## src/rtl/instruction_fetch.sv

```systemverilog
// Instruction fetch stage: PC, registered fetch, branch flush, optional NOP delay.
// Define INSTRUCTION_FETCH_NOP_DELAY_EN to make NOP immediates stall issue N cycles.
module instruction_fetch #(
  parameter int         ADDR_W     = 16,
  parameter int         INSN_W     = 28,
  parameter logic [3:0] NOP_OPCODE = 4'd0
) (
  input  logic              Clock,
  input  logic              Reset,
  output logic [ADDR_W-1:0] oAddress,
  input  logic [INSN_W-1:0] iInstruction,
  input  logic              iStall,
  input  logic              iBranchTaken,
  input  logic [ADDR_W-1:0] iBranchTarget,
  output logic [INSN_W-1:0] oInstruction,
  output logic [ADDR_W-1:0] oPC,
  output logic              oValid
);

`ifdef INSTRUCTION_FETCH_NOP_DELAY_EN
  localparam int CNT_W = 24;
  typedef enum logic [1:0] {FETCH, FLUSH, DELAY} state_t;
`else
  typedef enum logic {FETCH, FLUSH} state_t;
`endif

  state_t            state_q, state_d;
  logic [ADDR_W-1:0] pc_q, pc_d;
  logic [ADDR_W-1:0] opc_q, opc_d;
  logic [INSN_W-1:0] insn_q, insn_d;
  logic              valid_q, valid_d;
  logic [3:0]        opcode;
  logic              do_branch;
  logic              do_hold;
  logic              do_count;
  logic              do_fetch;

  assign opcode = iInstruction[INSN_W-1 -: 4];

`ifdef INSTRUCTION_FETCH_NOP_DELAY_EN
  logic [CNT_W-1:0] cnt_q, cnt_d;
  logic [CNT_W-1:0] imm_cnt;
  logic             is_nop;

  assign imm_cnt  = CNT_W'(iInstruction[INSN_W-5:0]);
  assign is_nop   = (opcode == NOP_OPCODE);
  assign do_count = !iBranchTaken && !iStall &&
                    (state_q == DELAY);
`else
  // FLUSH and FETCH fetch identically here; keep them visible to lint.
  logic unused_sig;
  assign unused_sig = ^{opcode == NOP_OPCODE, state_q};
  assign do_count   = 1'b0;
`endif

  assign do_branch = iBranchTaken;
  assign do_hold   = !iBranchTaken && iStall;
  assign do_fetch  = !iBranchTaken && !iStall && !do_count;

  always_comb begin
    state_d = state_q;
    pc_d    = pc_q;
    opc_d   = opc_q;
    insn_d  = insn_q;
    valid_d = valid_q;
`ifdef INSTRUCTION_FETCH_NOP_DELAY_EN
    cnt_d   = cnt_q;
`endif
    unique case (1'b1)
      do_branch: begin
        pc_d    = iBranchTarget;
        valid_d = 1'b0;
        state_d = FLUSH;
`ifdef INSTRUCTION_FETCH_NOP_DELAY_EN
        cnt_d   = '0;
`endif
      end
      do_hold: begin
      end
`ifdef INSTRUCTION_FETCH_NOP_DELAY_EN
      do_count: begin
        valid_d = 1'b0;
        cnt_d   = cnt_q - 1'b1;
        if (cnt_q == CNT_W'(1)) state_d = FETCH;
      end
`endif
      do_fetch: begin
        insn_d  = iInstruction;
        opc_d   = pc_q;
        valid_d = 1'b1;
        pc_d    = pc_q + ADDR_W'(1);
        state_d = FETCH;
`ifdef INSTRUCTION_FETCH_NOP_DELAY_EN
        // the NOP itself issues; its bubbles follow
        if (is_nop && imm_cnt != '0) begin
          state_d = DELAY;
          cnt_d   = imm_cnt;
        end
`endif
      end
      default: begin
      end
    endcase
  end

  always_ff @(posedge Clock or negedge Reset) begin
    if (!Reset) begin
      state_q <= FETCH;
      pc_q    <= '0;
      opc_q   <= '0;
      insn_q  <= '0;
      valid_q <= 1'b0;
`ifdef INSTRUCTION_FETCH_NOP_DELAY_EN
      cnt_q   <= '0;
`endif
    end else begin
      state_q <= state_d;
      pc_q    <= pc_d;
      opc_q   <= opc_d;
      insn_q  <= insn_d;
      valid_q <= valid_d;
`ifdef INSTRUCTION_FETCH_NOP_DELAY_EN
      cnt_q   <= cnt_d;
`endif
    end
  end

  assign oAddress     = pc_q;
  assign oInstruction = insn_q;
  assign oPC          = opc_q;
  assign oValid       = valid_q;

endmodule

```

## config.mk

```make
export PLATFORM = sky130hd
export DESIGN_NAME = instruction_fetch
export DESIGN_NICKNAME = d
export VERILOG_FILES = /design/src/rtl/instruction_fetch.sv
export SDC_FILE = /design/constraint.sdc
export NUM_CORES = 1
export LEC_CHECK = 0
export CAP_MARGIN = 30
export CORE_ASPECT_RATIO = 1.75
export CORE_MARGIN = 1.5
export CORE_UTILIZATION = 30
export DETAILED_ROUTE_END_ITERATION = 8
export GPL_ROUTABILITY_DRIVEN = 0
export PLACE_DENSITY = 0.62
export RECOVER_POWER = 100
export SETUP_SLACK_MARGIN = 0.5
export SYNTH_ARGS = -nofsm -noshare
export SYNTH_HDL_FRONTEND = slang
export SYNTH_SLANG_ARGS = --single-unit
export TNS_END_PERCENT = 100
```

## constraint.sdc

```tcl
create_clock -name Clock -period 3.8 [get_ports Clock]
set_input_delay 0.57 -clock Clock [delete_from_list [all_inputs] [get_ports Clock]]
set_output_delay 0.57 -clock Clock [all_outputs]
set_load 0.02 [all_outputs]
```

==> results of run 1 <==
[cell families (layout without fill, tap and decap cells)]
| group | count (synthesis) | in the layout | share of synthesized area, % |
|---|---|---|---|
| flip-flops | 61 | 61 | 58.9 |
| multiplexers | 47 | 47 | 20.4 |
| buffers and inverters | 13 | 132 | 2.13 |
| XOR/XNOR | 15 | 15 | 5.07 |
| AND/OR/NAND/NOR | 39 | 39 | 10.1 |
| AO/OA/AOI/OAI | 15 | 15 | 2.90 |
| adder cells (fa/ha/maj) | 1 | 1 | 0.483 |
[final timing paths]
check                                              from                      endpoint  cells after the start
max                                              iStall  oInstruction[11]$_DFFE_PN0P_                      4
min                                               Reset  oInstruction[16]$_DFFE_PN0P_                      1
max reg2reg                     oAddress[3]$_DFFE_PN0P_      oAddress[13]$_DFFE_PN0P_                      4
min reg2reg                oInstruction[27]$_DFFE_PN0P_  oInstruction[27]$_DFFE_PN0P_                      1
max in group asynchronous                         Reset            oPC[6]$_DFFE_PN0P_                      3
min in group Clock         oInstruction[27]$_DFFE_PN0P_  oInstruction[27]$_DFFE_PN0P_                      1
[state kept, by name, indices dropped and copies added (netlist names)]
register	cells
oInstruction	28
oAddress	16
oPC	16
oValid	1
[final cells by class]
| class | instances | share of cell area (%) |
|---|---|---|
| tap | 115 | 3.52 |
| clock buffer | 12 | 6.04 |
| clock inverter | 4 | 1.16 |
| multi-input combinational | 117 | 24.6 |
| sequential | 61 | 37.4 |
| timing repair buffer | 112 | 26.9 |
| inverter | 4 | 0.368 |
[per-layer routing]
metal / vias up / wire length [µm] / share of wire [%] / global-route usage (%)
li1: 890 / - / - / -
met1: 914 / 2380 / 37 / 16.7
met5: - / 0 / 0 / 0
met3: 17 / 261 / 4.0 / 3.04
met2: 54 / 3510 / 54 / 25.5
met4: 0 / 297 / 4.6 / 11.4
[Yosys cell counts]
library cell and n:
a21oi_1 1, buf_2 5, clkbuf_1 4, dfrtp_1 61, ha_1 1, inv_1 4
mux2_2 46, mux2i_1 1, nand2_1 17, nand3_1 3, nand3b_4 1, nand4_1 2
nand4_4 1, nand4b_4 1, nor2_1 4, nor2_2 1, nor2b_1 1, nor3_1 3
nor4_2 5, o21ai_0 9, o21ai_1 5, xnor2_1 11, xor2_1 4
[power by group through the flow]
stage	registers, mW	logic, mW	clock network, mW
finish	0.812	0.485	0.793
global route	0.829	0.516	0.853
CTS	0.818	0.531	0.818
detailed placement	0.829	0.529	0
global placement	0.825	0.523	0
floorplan	0.938	0.125	0
[stage by stage]
step / instance area (µm²) / total power [mW] / worst slack (ps) / hold WS, ps / cells
finish: 4080 / 2.09 / 1160 / 34.6 / 425
CTS: 4090 / 2.17 / 1630 / 426 / 424
detailed placement: 3800 / 1.36 / 1280 / 494 / 408
global route: 4080 / 2.20 / 983 / 19.8 / 425
floorplan: 2590 / 1.06 / 2140 / 274 / 191
global placement: 3800 / 1.35 / 1300 / 490 / 408
[worst max-delay path, cell delays in order]
cell and delay (ps):
dlygate4sd3_1 640, nor2_1 690, buf_4 530, mux2_2 390
==> impl_metrics.env, run 1 <==
export IMPL_status="finished, violations left"
export IMPL_violations="capacitance limit, slew limit"
export IMPL_synth_cell_type_count=23
export IMPL_final_cell_mix="dlygate4sd3_1 (63), dfrtp_1 (61), mux2_2 (46)"
export IMPL_start_kind="primary input"
export IMPL_dr_pass1_iters=4
export IMPL_p_seq_share_pct=38.9
export IMPL_die_h_um=126
export IMPL_max_slew_margin_rel_pct=-43.1
export IMPL_p_per_area_nw_per_um2=512
export IMPL_fillCellCount=761
export IMPL_drc=0
export IMPL_ant_nets=0
export IMPL_cts_buffers=9
export IMPL_cts_hold_buf=0
export IMPL_clock_latency_ps=320
export IMPL_antennaDiodeCount=0
export IMPL_io_buffer_count=108
export IMPL_synth_seq_cells=61
export IMPL_crit_type="in -> reg"
export IMPL_die_area_um2=9220
export IMPL_yosys_top_cells_area="dfrtp_1 (59%), mux2_2 (20%), xnor2_1 (3.7%)"
export IMPL_start_util_pct=31.2
export IMPL_fin_skew_ps=4.35
export IMPL_yosysTopAreaCell="dfrtp_1"
export IMPL_clock_path_buffers=2
export IMPL_ir_drop_mv=0.243
export IMPL_vias=1875
export IMPL_switching_share_pct=27.4
export IMPL_internal_power_mw=1.52
export IMPL_drt_total_wl_um=6450
export IMPL_fp_row_count=44
export IMPL_antenna_found_initial=0
export IMPL_yosysWarnings=0
export IMPL_ys_seq_area_share_pct=58.9
export IMPL_cap_violations=1
export IMPL_avgRoutedWirePerCell_um=15.2
export IMPL_crit_arrival_ps=2850
export IMPL_pwr_share_clk_pct=37.9
export IMPL_cts_resized=0
export IMPL_drt_iter0_markers=63
export IMPL_rsz0062_at_grt="false"
export IMPL_cts_sinks=61
export IMPL_vias_per_cell=4.41
export IMPL_grtUsageTotal_pct=15.4
export IMPL_p_leak_nw=1.69
export IMPL_power_switching_uw=572
export IMPL_avgSynthCellArea_um2=13.6
export IMPL_multiInputGateArea_um2=1010
export IMPL_syn_to_final_growth_pct=57.6
export IMPL_drv_slew=42
export IMPL_die_x_um=73.2
export IMPL_syn_inst=191
export IMPL_tns_ps=0
export IMPL_hold_violations=0
export IMPL_tightest_slew_ps=2150
export IMPL_combinationalPowerShare_pct=23.2
export IMPL_syn_nets=240
export IMPL_yosysTopAreaCellShare_pct=58.9
export IMPL_timing_fmax_ghz=0.378
export IMPL_hp_class="in -> async"
export IMPL_grt_pass1_wl_um=10300
export IMPL_layout_commonest_cell="dlygate4sd3_1"
export IMPL_crit_required_ps=4010
export IMPL_coreArea_um2=8310
export IMPL_dp_hpwl_um=4680
export IMPL_setup_viol=0
export IMPL_grt_overflow_total=0
export IMPL_cts_setup_buffers=0
export IMPL_period_minus_slack_ps=2640
export IMPL_nets=354
export IMPL_cts_clk_slew_worst_paths_ps=50
export IMPL_final_period_utilization_pct=69.5
export IMPL_grt_max_degree=44
export IMPL_grt_pass1_vias=1926
export IMPL_cts_root_buffer="clkbuf_16"
export IMPL_cp_max_fo=35
export IMPL_end_kind="flop"
export IMPL_syn_area_um2=2590
export IMPL_rrSetupSlack_ps=2190
export IMPL_ios=109
export IMPL_postLayoutCoreUtil_pct=49.1
export IMPL_seq_area_um2=1530
export IMPL_tritoncts="done"
export IMPL_htree_levels=3
export IMPL_drive_gt1_share_pct=22.6
No activity file was read; power rests on OpenSTA's default activity.
==> run 2: changes to the inputs <==
PLACE_DENSITY = 0.64   (was 0.62)
clock period = 2.2 ns   (was 3.8 ns; I/O delays follow)
==> run 2 against run 1 <==
The run now ends clean. Routed wire length is 6.7% lower. Flip-flop and latch count stayed put. Sequential share of layout area is 0.21 points higher. Final cell count is 0.47% higher. Clock skew hardly changed. Sequential power is 72% higher. Register-to-register slack worse by 1700 ps. Via count is 0.75% lower. Core utilization is 0.27 points lower. Clock power is 69% higher. Cell area is 0.55% lower. Combinational power is 70% higher. Critical path type unchanged. Largest power group unchanged.
==> impl_metrics.env, run 2 (synthesized netlist as in run 1, its figures left out) <==
export IMPL_status="complete, no violations"
export IMPL_p_seq_share_pct=39.2
export IMPL_fillCellCount=762
export IMPL_clock_path_buffers=2
export IMPL_start_util_pct=31.2
export IMPL_ir_drop_mv=0.565
export IMPL_cap_violations=0
export IMPL_drt_total_wl_um=6020
export IMPL_slowest_delay_ps=630
export IMPL_grt_overflow_total=0
export IMPL_grt_max_degree=40
export IMPL_fp_row_count=44
export IMPL_tightest_slew_ps=1270
export IMPL_htree_levels=3
export IMPL_grtUsageTotal_pct=14.4
export IMPL_crit_type="in -> reg"
export IMPL_start_kind="primary input"
export IMPL_crit_arrival_ps=2030
export IMPL_avgRoutedWirePerCell_um=14.1
export IMPL_cts_sinks=61
export IMPL_drc=0
export IMPL_die_x_um=73.2
export IMPL_setup_viol=0
export IMPL_tns_ps=0
export IMPL_layout_commonest_cell="dfrtp_1"
export IMPL_r2r_cells=5
export IMPL_rrSetupSlack_ps=520
export IMPL_power_switching_uw=977
export IMPL_period_minus_slack_ps=1830
export IMPL_coreArea_um2=8310
export IMPL_total_power_mw=3.57
export IMPL_hold_violations=0
export IMPL_pwr_share_clk_pct=37.6
export IMPL_antenna_found_initial=0
export IMPL_drive_gt1_share_pct=21.5
export IMPL_hold_depth=1
export IMPL_path_cells="dlygate4sd3_1, clkbuf_1, nor2_1, clkbuf_1, mux2_2"
export IMPL_p_per_area_nw_per_um2=879
export IMPL_ant_nets=0
export IMPL_largest_reg_flops=28
export IMPL_whs_endpoint="oInstruction[9]$_DFFE_PN0P_"
export IMPL_crit_top_cell="clkbuf_1"
export IMPL_nets=356
export IMPL_r2r_end="oAddress[12]$_DFFE_PN0P_"
export IMPL_die_h_um=126
export IMPL_cp_num_buf_inv=3
export IMPL_internal_power_mw=2.59
export IMPL_syn_to_final_growth_pct=56.8
export IMPL_cts_root_buffer="clkbuf_16"
export IMPL_timing_fmax_ghz=0.547
export IMPL_dp_hpwl_um=4410
export IMPL_grt_pass1_vias=1862
export IMPL_cts_clk_slew_worst_paths_ps=50
export IMPL_die_area_um2=9220
export IMPL_hold_worst_slack_ps=495
export IMPL_crit_reg2reg_launch="oAddress[0]$_DFFE_PN0P_"
export IMPL_vias=1861
export IMPL_drt_iter0_markers=67
export IMPL_crit_required_ps=2410
export IMPL_antennaDiodeCount=0
export IMPL_p_leak_nw=1.71
export IMPL_cts_buffers=9
export IMPL_hp_class="reg -> reg"
export IMPL_dpl_worst_slack_ps=274
export IMPL_min_from="oInstruction[9]$_DFFE_PN0P_"
export IMPL_tritoncts="done"
export IMPL_ios=109
export IMPL_crit_slowest_cell="dlygate4sd3_1"
export IMPL_setup_slack_ps=373
export IMPL_fin_skew_ps=4.77
export IMPL_final_cell_mix="dfrtp_1 (61), dlygate4sd3_1 (48), mux2_2 (46)"
export IMPL_rsz0062_at_grt="false"
export IMPL_cp_max_fo=6
export IMPL_clock_latency_ps=330
export IMPL_grt_pass1_wl_um=9800
export IMPL_vias_per_cell=4.36
export IMPL_drv_slew=0
export IMPL_end_kind="flop"
export IMPL_io_buffer_count=108
export IMPL_critPathTopFamily="buffers and inverters"
export IMPL_combinationalPowerShare_pct=23.1
export IMPL_dr_pass1_iters=4
export IMPL_switching_share_pct=27.4
export IMPL_max_slew_margin_rel_pct=15.3
export IMPL_final_period_utilization_pct=83.0
[run 2: cell count changes in the layout (fill, tap and decap cells not counted), sizes merged]
cell | before | now
clkbuf | 15 | 17
bufinv | 1 | 0
buf | 2 | 3
dlygate4sd2 | 0 | 15
dlygate4sd3 | 63 | 48
[run 2: final cells by class]
type | instances | area (µm²) | share of cell area [%]
multi-input cells | 117 | 962 | 23.7
clock inverters | 3 | 17.5 | 0.431
well taps | 115 | 144 | 3.54
inverters | 4 | 15.0 | 0.370
clock buffers | 13 | 280 | 6.90
flip-flops and latches | 61 | 1530 | 37.6
repair buffers | 114 | 1110 | 27.5
[run 2: worst reg2reg max path: cells and delay by family (launching register included)]
family / cells / cell delay [ps]
AND/OR/NAND/NOR: 2 / 640
adder cells (fa/ha/maj): 1 / 210
flip-flops: 1 / 470
AO/OA/AOI/OAI: 1 / 80
XOR/XNOR: 1 / 160
[run 2: power groups by stage]
stage / combinational, mW / sequential [mW] / clock (mW)
finish: 0.825 / 1.40 / 1.34
global route: 0.879 / 1.43 / 1.44
CTS: 0.902 / 1.41 / 1.39
detailed placement: 0.917 / 1.43 / 0
global placement: 0.908 / 1.42 / 0
floorplan: 0.216 / 1.62 / 0
[run 2: layer usage]
| metal | vias to the layer above | GRT usage [%] | part of all wire [%] |
|---|---|---|---|
| met2 | 61 | 24.5 | 54 |
| met4 | 0 | 6.66 | 2.2 |
| li1 | 904 | - | - |
| met1 | 885 | 16.1 | 38 |
| met3 | 11 | 4.08 | 5.8 |
| met5 | - | 0 | 0 |
[run 2: worst max-delay path by stage]
| stage | from | cells past startpoint | slack [ps] | to |
|---|---|---|---|---|
| after floorplan | oAddress[3]$_DFFE_PN0P_ | 4 | 650 | oAddress[13]$_DFFE_PN0P_ |
| after global placement | iStall | 5 | 310 | oAddress[15]$_DFFE_PN0P_ |
| after detailed placement | iStall | 5 | 270 | oAddress[15]$_DFFE_PN0P_ |
| after CTS | oAddress[15]$_DFFE_PN0P_ | 1 | 510 | oAddress[15] |
| after global routing | iStall | 5 | 280 | oPC[1]$_DFFE_PN0P_ |
| final | iStall | 5 | 370 | oPC[1]$_DFFE_PN0P_ |
[run 2: timing repair]
item | CTS | global route
hold endpoints to repair | 22 | 0
hold buffers | 1 | 0
cloned | 0 | 0
setup buffers | 0 | 0
setup endpoints to repair | 15 | 2
resized for setup | 15 | 2
[run 2: per-stage QoR]
step / std cells / util (%) / cell area (µm²)
after global placement: 410 / 46.2 / 3840
after global routing: 427 / 48.8 / 4060
after CTS: 427 / 49.6 / 4130
after floorplan: 191 / - / 2590
final: 427 / 48.8 / 4060
after detailed placement: 410 / 46.2 / 3840
